--- src/rtl/afu_flr_seq_pkg.sv ---
// Shared types for the FLR quiesce sequencer: FSM state encoding and request payload.
package afu_flr_seq_pkg;

  localparam int unsigned FLR_PF_W = 3;
  localparam int unsigned FLR_VF_W = 11;

  typedef enum logic [2:0] {
    INIT,
    IDLE,
    DRAIN,
    HOLD,
    RESP
  } t_flr_seq_state;

  typedef struct packed {
    logic [FLR_PF_W-1:0] pf;
    logic [FLR_VF_W-1:0] vf;
    logic                vf_active;
  } t_flr_req;

endpackage

--- src/rtl/afu_flr_quiesce_seq_if.sv ---
// FLR request/response handshake between the FLR path (master) and the sequencer (slave).
interface afu_flr_quiesce_seq_if #(
  parameter int unsigned PF_W = 3,
  parameter int unsigned VF_W = 11
) ();

  logic            flr_req_valid;
  logic            flr_req_ready;
  logic [PF_W-1:0] flr_req_pf;
  logic [VF_W-1:0] flr_req_vf;
  logic            flr_req_vf_active;

  logic            flr_rsp_valid;
  logic            flr_rsp_ready;
  logic [PF_W-1:0] flr_rsp_pf;
  logic [VF_W-1:0] flr_rsp_vf;
  logic            flr_rsp_vf_active;

  modport master (
    output flr_req_valid, flr_req_pf, flr_req_vf, flr_req_vf_active, flr_rsp_ready,
    input  flr_req_ready, flr_rsp_valid, flr_rsp_pf, flr_rsp_vf, flr_rsp_vf_active
  );

  modport slave (
    input  flr_req_valid, flr_req_pf, flr_req_vf, flr_req_vf_active, flr_rsp_ready,
    output flr_req_ready, flr_rsp_valid, flr_rsp_pf, flr_rsp_vf, flr_rsp_vf_active
  );

endinterface

--- src/rtl/axis_pkt_boundary_trk.sv ---
// One-bit "inside a packet" tracker for a monitored AXI-S TX port, with synchronous clear.
module axis_pkt_boundary_trk (
  input  logic clk,
  input  logic rst,
  input  logic clr_i,
  input  logic tvalid_i,
  input  logic tready_i,
  input  logic tlast_i,
  output logic in_pkt_nxt_c_o
);

  logic in_pkt_q;
  logic in_pkt_d;

  // A handshake beat sets the flag unless it is the last beat; clear wins.
  always_comb begin
    in_pkt_d = in_pkt_q;
    if (tvalid_i && tready_i) begin
      in_pkt_d = !tlast_i;
    end
    if (clr_i) begin
      in_pkt_d = 1'b0;
    end
  end

  always_ff @(posedge clk) begin
    if (rst) begin
      in_pkt_q <= 1'b0;
    end else begin
      in_pkt_q <= in_pkt_d;
    end
  end

  assign in_pkt_nxt_c_o = in_pkt_d;

endmodule

--- src/rtl/afu_flr_quiesce_seq.sv ---
// FLR sequencer: maps one PF/VF FLR to its AFU ports, drains TX at a packet boundary,
// holds the port reset for a fixed time, then returns the FLR completion.
module afu_flr_quiesce_seq #(
  parameter int unsigned                    NUM_PORTS      = 4,
  parameter int unsigned                    PF_W           = 3,
  parameter int unsigned                    VF_W           = 11,
  parameter logic [NUM_PORTS-1:0][PF_W-1:0] PORT_PF        = '0,
  parameter logic [NUM_PORTS-1:0][VF_W-1:0] PORT_VF        = '0,
  parameter logic [NUM_PORTS-1:0]           PORT_VF_ACTIVE = '0,
  parameter int unsigned                    RST_HOLD       = 16,
  parameter int unsigned                    DRAIN_TIMEOUT  = 1024
) (
  input  logic                      clk,
  input  logic                      rst,
  afu_flr_quiesce_seq_if.slave      flr_if,
  input  logic [NUM_PORTS-1:0]      port_tx_tvalid_i,
  input  logic [NUM_PORTS-1:0]      port_tx_tready_i,
  input  logic [NUM_PORTS-1:0]      port_tx_tlast_i,
  output logic [NUM_PORTS-1:0]      port_tx_block_o,
  output logic [NUM_PORTS-1:0]      port_rst_o,
  output logic                      drain_timeout_o
);

  import afu_flr_seq_pkg::*;

  localparam int unsigned TMR_MAX = (RST_HOLD > DRAIN_TIMEOUT) ? RST_HOLD : DRAIN_TIMEOUT;
  localparam int unsigned TMR_W   = $clog2(TMR_MAX + 1);

  localparam logic [TMR_W-1:0] HOLD_LAST  = TMR_W'(RST_HOLD - 1);
  localparam logic [TMR_W-1:0] DRAIN_LAST = TMR_W'(DRAIN_TIMEOUT - 1);
  localparam logic [TMR_W-1:0] TMR_TOP    = TMR_W'(TMR_MAX);

  t_flr_seq_state state_q, state_d;
  logic [TMR_W-1:0] timer_q, timer_d;

  logic [PF_W-1:0] req_pf_q, req_pf_d;
  logic [VF_W-1:0] req_vf_q, req_vf_d;
  logic            req_vfa_q, req_vfa_d;
  logic [NUM_PORTS-1:0] match_q, match_d;

  logic [NUM_PORTS-1:0] port_rst_q, port_rst_d;
  logic [NUM_PORTS-1:0] block_q, block_d;
  logic                 ready_q, ready_d;
  logic                 rsp_valid_q, rsp_valid_d;
  logic                 tmo_q, tmo_d;

  logic [NUM_PORTS-1:0] req_match;
  logic [NUM_PORTS-1:0] in_pkt_nxt;
  logic                 req_fire;
  logic                 drained;
  logic                 drain_exp;

  // A PF FLR takes the PF and every VF under it; a VF FLR only the exact VF port.
  for (genvar p = 0; p < NUM_PORTS; p++) begin : g_port
    assign req_match[p] = (PORT_PF[p] == flr_if.flr_req_pf) &&
                          (!flr_if.flr_req_vf_active ||
                           (PORT_VF_ACTIVE[p] && (PORT_VF[p] == flr_if.flr_req_vf)));

    axis_pkt_boundary_trk u_trk (
      .clk            (clk),
      .rst            (rst),
      .clr_i          (port_rst_q[p]),
      .tvalid_i       (port_tx_tvalid_i[p]),
      .tready_i       (port_tx_tready_i[p]),
      .tlast_i        (port_tx_tlast_i[p]),
      .in_pkt_nxt_c_o (in_pkt_nxt[p])
    );
  end

  assign req_fire = ready_q && flr_if.flr_req_valid;
  // Looking at the post-beat value lets HOLD start right after the closing tlast beat.
  assign drained   = ((in_pkt_nxt & match_q) == '0);
  assign drain_exp = (timer_q == DRAIN_LAST);

  always_ff @(posedge clk) begin
    if (rst) begin
      state_q     <= INIT;
      timer_q     <= '0;
      req_pf_q    <= '0;
      req_vf_q    <= '0;
      req_vfa_q   <= 1'b0;
      match_q     <= '0;
      port_rst_q  <= '1;
      block_q     <= '1;
      ready_q     <= 1'b0;
      rsp_valid_q <= 1'b0;
      tmo_q       <= 1'b0;
    end else begin
      state_q     <= state_d;
      timer_q     <= timer_d;
      req_pf_q    <= req_pf_d;
      req_vf_q    <= req_vf_d;
      req_vfa_q   <= req_vfa_d;
      match_q     <= match_d;
      port_rst_q  <= port_rst_d;
      block_q     <= block_d;
      ready_q     <= ready_d;
      rsp_valid_q <= rsp_valid_d;
      tmo_q       <= tmo_d;
    end
  end

  // Next state, request capture and the shared INIT/DRAIN/HOLD timer.
  always_comb begin : p_next
    state_d   = state_q;
    req_pf_d  = req_pf_q;
    req_vf_d  = req_vf_q;
    req_vfa_d = req_vfa_q;
    match_d   = match_q;
    timer_d   = timer_q;
    case (state_q)
      INIT:  if (timer_q == HOLD_LAST) state_d = IDLE;
      IDLE: begin
        if (req_fire) begin
          req_pf_d  = flr_if.flr_req_pf;
          req_vf_d  = flr_if.flr_req_vf;
          req_vfa_d = flr_if.flr_req_vf_active;
          match_d   = req_match;
          state_d   = (req_match == '0) ? RESP : DRAIN;
        end
      end
      DRAIN: if (drained || drain_exp) state_d = HOLD;
      HOLD:  if (timer_q == HOLD_LAST) state_d = RESP;
      RESP:  if (flr_if.flr_rsp_ready) state_d = IDLE;
      default: state_d = INIT;
    endcase
    if (state_d != state_q) begin
      timer_d = '0;
    end else if (timer_q != TMR_TOP) begin
      timer_d = timer_q + TMR_W'(1);
    end
  end

  // Registered outputs decoded from the state being entered.
  always_comb begin : p_out
    port_rst_d  = '0;
    block_d     = '0;
    ready_d     = 1'b0;
    rsp_valid_d = 1'b0;
    tmo_d       = (state_q == DRAIN) && !drained && drain_exp;
    case (state_d)
      INIT: begin
        port_rst_d = '1;
        block_d    = '1;
      end
      IDLE:  ready_d = 1'b1;
      DRAIN: block_d = match_d;
      HOLD: begin
        block_d    = match_d;
        port_rst_d = match_d;
      end
      RESP:  rsp_valid_d = 1'b1;
      default: ;
    endcase
  end

  assign flr_if.flr_req_ready     = ready_q;
  assign flr_if.flr_rsp_valid     = rsp_valid_q;
  assign flr_if.flr_rsp_pf        = req_pf_q;
  assign flr_if.flr_rsp_vf        = req_vf_q;
  assign flr_if.flr_rsp_vf_active = req_vfa_q;
  assign port_tx_block_o          = block_q;
  assign port_rst_o               = port_rst_q;
  assign drain_timeout_o          = tmo_q;

endmodule

--- src/flat_wrapper.sv ---
// flat-port wrapper written by rule: the top's interface ports become plain ports
module afu_flr_quiesce_seq_flat import afu_flr_seq_pkg::*;
#(
  parameter int unsigned                    NUM_PORTS      = 4,
  parameter int unsigned                    PF_W           = 3,
  parameter int unsigned                    VF_W           = 11,
  parameter logic [NUM_PORTS-1:0][PF_W-1:0] PORT_PF        = '0,
  parameter logic [NUM_PORTS-1:0][VF_W-1:0] PORT_VF        = '0,
  parameter logic [NUM_PORTS-1:0]           PORT_VF_ACTIVE = '0,
  parameter int unsigned                    RST_HOLD       = 16,
  parameter int unsigned                    DRAIN_TIMEOUT  = 1024
)
  (clk, rst, port_tx_tvalid_i, port_tx_tready_i, port_tx_tlast_i, port_tx_block_o, port_rst_o, drain_timeout_o, flr_if_flr_req_valid, flr_if_flr_req_pf, flr_if_flr_req_vf, flr_if_flr_req_vf_active, flr_if_flr_rsp_ready, flr_if_flr_req_ready, flr_if_flr_rsp_valid, flr_if_flr_rsp_pf, flr_if_flr_rsp_vf, flr_if_flr_rsp_vf_active);
  afu_flr_quiesce_seq_if #(.PF_W(PF_W), .VF_W(VF_W)) flr_if_i ();
  input  logic clk;
  input  logic rst;
  input  logic [NUM_PORTS-1:0] port_tx_tvalid_i;
  input  logic [NUM_PORTS-1:0] port_tx_tready_i;
  input  logic [NUM_PORTS-1:0] port_tx_tlast_i;
  output logic [NUM_PORTS-1:0] port_tx_block_o;
  output logic [NUM_PORTS-1:0] port_rst_o;
  output logic drain_timeout_o;
  input wire logic [$bits(flr_if_i.flr_req_valid)-1:0] flr_if_flr_req_valid;
  input wire logic [$bits(flr_if_i.flr_req_pf)-1:0] flr_if_flr_req_pf;
  input wire logic [$bits(flr_if_i.flr_req_vf)-1:0] flr_if_flr_req_vf;
  input wire logic [$bits(flr_if_i.flr_req_vf_active)-1:0] flr_if_flr_req_vf_active;
  input wire logic [$bits(flr_if_i.flr_rsp_ready)-1:0] flr_if_flr_rsp_ready;
  output wire logic [$bits(flr_if_i.flr_req_ready)-1:0] flr_if_flr_req_ready;
  output wire logic [$bits(flr_if_i.flr_rsp_valid)-1:0] flr_if_flr_rsp_valid;
  output wire logic [$bits(flr_if_i.flr_rsp_pf)-1:0] flr_if_flr_rsp_pf;
  output wire logic [$bits(flr_if_i.flr_rsp_vf)-1:0] flr_if_flr_rsp_vf;
  output wire logic [$bits(flr_if_i.flr_rsp_vf_active)-1:0] flr_if_flr_rsp_vf_active;
  assign flr_if_i.flr_req_valid = flr_if_flr_req_valid;
  assign flr_if_i.flr_req_pf = flr_if_flr_req_pf;
  assign flr_if_i.flr_req_vf = flr_if_flr_req_vf;
  assign flr_if_i.flr_req_vf_active = flr_if_flr_req_vf_active;
  assign flr_if_i.flr_rsp_ready = flr_if_flr_rsp_ready;
  assign flr_if_flr_req_ready = flr_if_i.flr_req_ready;
  assign flr_if_flr_rsp_valid = flr_if_i.flr_rsp_valid;
  assign flr_if_flr_rsp_pf = flr_if_i.flr_rsp_pf;
  assign flr_if_flr_rsp_vf = flr_if_i.flr_rsp_vf;
  assign flr_if_flr_rsp_vf_active = flr_if_i.flr_rsp_vf_active;
  afu_flr_quiesce_seq #(.NUM_PORTS(NUM_PORTS), .PF_W(PF_W), .VF_W(VF_W), .PORT_PF(PORT_PF), .PORT_VF(PORT_VF), .PORT_VF_ACTIVE(PORT_VF_ACTIVE), .RST_HOLD(RST_HOLD), .DRAIN_TIMEOUT(DRAIN_TIMEOUT)) u_core (.clk(clk), .rst(rst), .flr_if(flr_if_i), .port_tx_tvalid_i(port_tx_tvalid_i), .port_tx_tready_i(port_tx_tready_i), .port_tx_tlast_i(port_tx_tlast_i), .port_tx_block_o(port_tx_block_o), .port_rst_o(port_rst_o), .drain_timeout_o(drain_timeout_o));
endmodule
--- config.mk ---
export PLATFORM = sky130hd
export DESIGN_NAME = afu_flr_quiesce_seq_flat
export DESIGN_NICKNAME = d
export VERILOG_FILES = /design/src/rtl/afu_flr_seq_pkg.sv /design/src/rtl/afu_flr_quiesce_seq_if.sv /design/src/rtl/axis_pkt_boundary_trk.sv /design/src/rtl/afu_flr_quiesce_seq.sv /design/src/flat_wrapper.sv
export SDC_FILE = /design/constraint.sdc
export NUM_CORES = 1
export LEC_CHECK = 0
export CAP_MARGIN = 15
export CORE_MARGIN = 1
export CORE_UTILIZATION = 40
export DETAILED_ROUTE_END_ITERATION = 16
export GPL_TIMING_DRIVEN = 0
export PLACE_DENSITY_LB_ADDON = 0.2
export SYNTH_ARGS = -nofsm -noshare
export SYNTH_HDL_FRONTEND = slang
export SYNTH_HIERARCHICAL = 1
export SYNTH_SLANG_ARGS = --single-unit
export TNS_END_PERCENT = 10
--- constraint.sdc ---
create_clock -name clk -period 5.45 [get_ports clk]
set_clock_uncertainty 0.1 [all_clocks]
set_input_delay 0.8175 -clock clk [delete_from_list [all_inputs] [get_ports clk]]
set_output_delay 0.8175 -clock clk [all_outputs]
set_load 0.02 [all_outputs]
Word-level counts from Yosys, hierarchy flattened
Index checks and enable logic that the tools add are counted.
W data, S select, Z words.
{ "word_totals": {"ff_bits": 48, "mem_count": 0, "latch_bits": 0, "elab_cells": 73, "mem_bits_ro": 0, "input_bits": 31, "out_inout_bits": 26, "ram_bits": 0} }
{ "classes": {"order_cmp": 0, "shift": 0, "add_sub_neg": 1, "div_mod_pow": 0, "mul": 0, "n_eq_ne": 12, "mux": 21, "bitwise_logic": 1, "reduce_logical": 23} }
{ "op_table": {"columns": ["operator", "count"], "rows": [
  ["$mux W3", 6],
  ["$pmux W4 S2", 2],
  ["$pmux W3 S5", 1],
  ["$eq A3 B2 Y1 const B", 4],
  ["$add A11 B1 Y11 const B", 1],
  ["$eq A11 B10 Y1 const B", 1],
  ["$eq A11 B4 Y1 const B", 1],
  ["$ne A11 B11 Y1 const B", 1],
  ["$mux W1", 10],
  ["$logic_not A3 Y1", 3],
  ["$logic_and A1 B1 Y1", 8],
  ["$logic_not A4 Y1", 2],
  ["$mux W4", 2],
  ["$eq A3 B1 Y1 const B", 2],
  ["$eq A3 B3 Y1 const B", 2],
  ["$logic_not A1 Y1", 6],
  ["$and A4 B4 Y4", 1],
  ["$reduce_or A2 Y1", 2],
  ["$ne A3 B3 Y1", 1],
  ["$reduce_and A2 Y1", 1],
  ["$logic_or A1 B1 Y1", 1]
]} }

Depth between registers and ports, before layout
{ "depth": {"depth_word": 11, "depth_mapped": 8, "ltp_nobuf": 7} }

Cells and area by module
Netlist, hierarchy kept.
{ "modules_own_cells": {"columns": ["mod", "seq_area_each_um2", "area_each_um2", "instances", "cells_each"], "rows": [
  ["afu_flr_quiesce_seq", 880.8, 1754.2, 1, 198],
  ["axis_pkt_boundary_trk", 20.0, 55.1, 4, 5]
]} }

Worst setup path after synthesis
Ideal clock, no wire load.
{ "synth_path": {"kind": "input-to-reg", "startpoint": "in port_tx_tlast_i[0]", "endpoint": "reg u_core.block_q[0] (netlist: u_core/port_tx_block_o[0])", "path_buffers": 0, "required_ns": 5.199, "stages": 7, "arrival_time_ns": 2.122, "setup_slack_ns": 3.077, "setup_ns": 0.151, "cell_sequence": "nand3b_1 > a21oi_1 > a22o_1 > a221oi_1 > a2bb2oi_1 > a31oi_1 > o21ai_0"} }
{ "synth_between": {"elab_chain_len": 11, "elab_cells_between_ends": 13, "classes_between": "2 x eq/ne; 5 x mux; 1 x bitwise; 5 x reduce/logical"} }
{ "synth_rtl": {"columns": ["item", "line", "text"], "rows": [
  ["start, declared", "flat_wrapper.sv:19", "input logic [NUM_PORTS-1:0] port_tx_tlast_i;"],
  ["$logic_not A1 Y1 (*)", "axis_pkt_boundary_trk.sv:19", "in_pkt_d = !tlast_i;"],
  ["$mux W1 (*)", "axis_pkt_boundary_trk.sv:18", "if (tvalid_i && tready_i) begin"],
  ["$mux W1 (*)", "axis_pkt_boundary_trk.sv:21", "if (clr_i) begin"],
  ["via u_core.in_pkt_nxt[0]", "afu_flr_quiesce_seq.sv:48", "logic [NUM_PORTS-1:0] in_pkt_nxt;"],
  ["$and A4 B4 Y4 (*)", "afu_flr_quiesce_seq.sv:72", "assign drained = ((in_pkt_nxt & match_q) == '0);"],
  ["$logic_not A4 Y1 (*)", "afu_flr_quiesce_seq.sv:72", null],
  ["$logic_or A1 B1 Y1 (*)", "afu_flr_quiesce_seq.sv:122", "DRAIN: if (drained || drain_exp) state_d = HOLD;"],
  ["$mux W3 (*)", "afu_flr_quiesce_seq.sv:122", null],
  ["$pmux W3 S5 (*)", "afu_flr_quiesce_seq.sv:111", "case (state_q)"],
  ["$eq A3 B2 Y1", "afu_flr_quiesce_seq.sv:141", "case (state_d)"],
  ["$reduce_or A2 Y1 (no source line)", null, null],
  ["$pmux W4 S2 (*)", "afu_flr_quiesce_seq.sv:141", null],
  ["end signal, assigned", "afu_flr_quiesce_seq.sv:96", "block_q <= block_d;"],
  ["end, declared", "afu_flr_quiesce_seq.sv:42", "logic [NUM_PORTS-1:0] block_q, block_d;"]
]} }
Mark *: on every way through the listed nets, which the timed path passes. The rest lies on a longest branch.
A chain may end at the register's enable or synchronous reset.

Worst setup path in the final report
{ "layout_path": {"startpoint": "in port_tx_tvalid_i[0]", "endpoint": "reg u_core.block_q[1] (netlist: u_core/port_tx_block_o[1])"} }
{ "layout_between": {"elab_chain_len": 11, "elab_cells_between_ends": 13, "classes_between": "2 x eq/ne; 5 x mux; 1 x bitwise; 5 x reduce/logical"} }
{ "layout_rtl": {"columns": ["item", "line", "text"], "rows": [
  ["start, declared", "flat_wrapper.sv:17", "input logic [NUM_PORTS-1:0] port_tx_tvalid_i;"],
  ["$logic_and A1 B1 Y1 (*)", "axis_pkt_boundary_trk.sv:18", null],
  ["$mux W1 (*)", "axis_pkt_boundary_trk.sv:18", null],
  ["$mux W1 (*)", "axis_pkt_boundary_trk.sv:21", null],
  ["via u_core.in_pkt_nxt[0]", "afu_flr_quiesce_seq.sv:48", null],
  ["$and A4 B4 Y4 (*)", "afu_flr_quiesce_seq.sv:72", null],
  ["$logic_not A4 Y1 (*)", "afu_flr_quiesce_seq.sv:72", null],
  ["$logic_or A1 B1 Y1 (*)", "afu_flr_quiesce_seq.sv:122", null],
  ["$mux W3 (*)", "afu_flr_quiesce_seq.sv:122", null],
  ["$pmux W3 S5 (*)", "afu_flr_quiesce_seq.sv:111", null],
  ["$eq A3 B2 Y1", "afu_flr_quiesce_seq.sv:141", null],
  ["$reduce_or A2 Y1 (no source line)", null, null],
  ["$pmux W4 S2 (*)", "afu_flr_quiesce_seq.sv:141", null]
]} }
Marked as above.

==> out/results.tsv <==
stage	metric	value	unit
synthesis	synth-xor-area-share	0.0444	
timing	min_period	2.92	ns
place	dp_cells	341	
clocking	root_buffer	clkbuf_8	
grt	grt_overflow_total	0	
synthesis	yosys_warnings	6	
clocking	htree_levels	2	
place	hpwl	3070	um
clocking	cts.sinks	48	
timing	holdWs	0.359	ns
power_and_ir_drop	clkPwrFrac	0.394	
min_path	min_delay_path_depth	2	
final_layout	fillCellCount	434	
clocking	clkLatencyLatePin	0.31	ns
route	postRouteWirelength	4230	um
synthesis	synthTopCellsByArea	dfxtp_1 49%, nand2_1 7.2%, a21oi_1 6.8%	
synthesis	synth.most_common_cell	dfxtp_1	
clocking	clk_pin_slew	0.09	ns
synthesis	ys_top_cells_by_count	48 x dfxtp_1, 38 x nand2_1, 27 x a21oi_1, 11 x a211oi_1, 9 x nor2_1	
synthesis	synthCells	218	
setup_path	critPathLaunch	port_tx_tvalid_i[0]	
floorplan	die_x	72.3	um
clocking	cts_inserted_buffers	5	
synthesis	ys_ff_latch	48	
final_layout	area_delta_synth_final	38.5	%
synthesis	yosys.area_share.simple	0.215	
power_and_ir_drop	sw_frac_of_total	0.217	
setup_path	regToRegStartpoint	u_core/g_port[0].u_trk/in_pkt_q	
synthesis	syn_area	1970	um^2
route	dr_total_vias	1746	
synthesis	synth_edf_count	0	
power_and_ir_drop	p_int	519	uW
setup_path	arrival	2.97	ns
timing	setup_viol	0	
power_and_ir_drop	ir_drop	121	uV
synthesis	synth_top_area_cell	dfxtp_1	
floorplan	ios	57	
route	first_pass_iters	4	
synthesis	synthAdderAreaFrac	0.0127	
final_layout	antennaDiodeCount	0	
timing	final_max_slew_viol_count	0	
route	avgViaCountPerCell	5.00	
place	port_buffers	56	
min_path	min_from	u_core/flr_if.flr_rsp_vf[1]	
power_and_ir_drop	seq_power_share	0.539	
min_path	hold_class	reg2reg	
synthesis	syn_nets	251	
timing	fin_crit_sh	0.536	
timing	rsz0062_at_grt	false	
synthesis	synth_top_family_by_area	simple AND/OR/NAND/NOR gates	
place	post_dp_cell_area	2620	um^2
clocking	post_cts_buffers	0	
final_layout	drive_gt1_frac	0.0709	
run_status	status	complete, no violations	
synthesis	synthMuxAreaShare	0.0127	
setup_path	crit_type	in2reg	
setup_path	cpPeakStageDelay	0.51	ns
setup_path	crit_path_end_kind	flop	
grt	grt_util_all_layers	0.171	
synthesis	synth_compound_area_frac	0.201	
final_layout	final_area	2730	um^2
synthesis	avgSynthCellArea	9.06	um^2
power_and_ir_drop	leakagePower	0.000946	uW
power_and_ir_drop	powerDensity	242	nW/um^2
grt	grt_max_degree	17	
setup_path	r2r_cells	7	
timing	clock.fmax	0.342	GHz
synthesis	synth-main-ff-cell	dfxtp_1	
route	drc	0	
grt	grt_pass1_wl	6930	um
grt	grt_pass1_vias	1626	
power_and_ir_drop	combPwrFrac	0.067	
synthesis	ys_async_sr_fraction	0	
floorplan	initial_core_util	0.418	
synthesis	synth_top_area_frac	0.487	
floorplan	die_area	5220	um^2
synthesis	ys_types	40	
setup_path	cp_max_fo	8	
final_layout	fin_nets	314	
job	maxCapViolCount	0	
clocking	cts_tree	done	
setup_path	start_kind	input pin	
timing	maxSlewHeadroom	0.363	
route	ant_nets	0	
timing	hold_viol_final	0	
timing	setup_tns	0	ns
floorplan	rows	25	
route	avgRoutedWirePerCell	12.1	um
route	first_iter_violations	51	
place	gp_congestion	0.799	
timing	worst_pin_slew	0.949	ns
setup_path	cp.required	5.50	ns
grt	antenna_found_initial	0	
floorplan	core-area	4720	um^2
clocking	cts_hold_buf	0	
synthesis	synth-seq-area-share	0.487	
clocking	cts_max_path_buffers	2	
final_layout	layout.cells.non_filler	349	
floorplan	die_h	72.3	um
setup_path	cp_slowest_cell	a31oi_1	
clocking	post_cts_resized	0	
setup_path	crit_chain	clkdlybuf4s50_1 -> a21bo_1 -> a21oi_1 -> a22o_1 -> a221oi_1 -> a2bb2oi_1 -> a31oi_1 -> o21ai_0	
power_and_ir_drop	p_sw	144	uW
-- metrics by stage --
step                worst slack [ns]  utilization  power (uW)
floorplan                       3.08            -         380
global placement                2.17        0.554         409
detailed placement              2.21        0.554         410
CTS                             2.52        0.579         671
global route                    2.36        0.579         687
finish                          2.53        0.579         662
-- layout by cell type (no fill, tap or decap), types with 3 or more instances in the layout --
cell | netlist | layout
clkdlybuf4s50_1 | 0 | 56
dfxtp_1 | 48 | 48
nand2_1 | 38 | 38
a21oi_1 | 27 | 27
a211oi_1 | 11 | 11
nor2_1 | 9 | 9
xor2_1 | 8 | 8
clkbuf_1 | 6 | 6
nor3_1 | 6 | 6
nand3_1 | 6 | 6
clkbuf_8 | 0 | 5
inv_1 | 5 | 5
o31ai_1 | 4 | 4
o21ai_0 | 4 | 4
nand3b_1 | 4 | 4
a21bo_1 | 4 | 4
a211oi_2 | 4 | 4
and3_1 | 3 | 3
-- state kept, by name (all words and copies together) (netlist names) --
| register | cells |
|---|---|
| u_core/flr_if.flr_rsp_valid | 1 |
| u_core/flr_if.flr_rsp_vf_active | 1 |
| u_core/drain_timeout_o | 1 |
| u_core/match_q | 4 |
| u_core/flr_if.flr_req_ready | 1 |
| u_core/timer_q | 11 |
| u_core/port_rst_o | 4 |
| u_core/flr_if.flr_rsp_pf | 3 |
| u_core/state_q | 3 |
| u_core/flr_if.flr_rsp_vf | 11 |
| u_core/g_port.u_trk/in_pkt_q | 4 |
| u_core/port_tx_block_o | 4 |
-- path summary, 6_finish.rpt --
check / slack (ns) / endpoint
worst max register to register: 3.16 / u_core/port_tx_block_o[1]
worst min-delay path: 0.36 / u_core/flr_if.flr_rsp_vf[1]
worst min register to register: 0.36 / u_core/flr_if.flr_rsp_vf[1]
worst max-delay path: 2.53 / u_core/port_tx_block_o[1]
-- kinds of logic after synthesis --
kind of cell / after synthesis
xor+xnor: 10
buf+inv: 14
flops: 48
simple gates: 83
fa+ha+maj: 2
compound gates: 59
mux: 2
-- final cells by class --
cell class	instances	area (um^2)	area share
timing repair buffer	56	561	0.205
buffer	9	36.3	0.0133
inverter	5	18.8	0.00686
clock inverter	3	46.3	0.0169
clock buffer	5	68.8	0.0252
tap	67	83.8	0.0307
sequential	48	961	0.351
multi-input combinational	156	958	0.351
-- power groups by stage --
| stage | Clock [uW] | Combinational, uW | Sequential [uW] |
|---|---|---|---|
| floorplan | 0 | 14.2 | 366 |
| global placement | 0 | 44.0 | 365 |
| detailed placement | 0 | 44.3 | 365 |
| CTS | 269 | 44.7 | 357 |
| global route | 281 | 48.6 | 358 |
| finish | 261 | 44.3 | 357 |
-- worst max-delay path: cells and delay by family --
| kind | cells | cell delay, ns |
|---|---|---|
| buffers and inverters | 1 | 0.48 |
| AOI/OAI and AO/OA | 7 | 1.67 |
-- routing by layer --
layer / routed length, um / GRT usage / vias to the layer above / part of all wire
met3: 273 / 0.0528 / 4 / 0.065
li1: - / - / 904 / -
met1: 2060 / 0.218 / 789 / 0.49
met4: 61 / 0.0719 / 0 / 0.014
met2: 1830 / 0.268 / 49 / 0.43
met5: 0 / 0 / - / 0
Power figures use the tool's default switching activity.
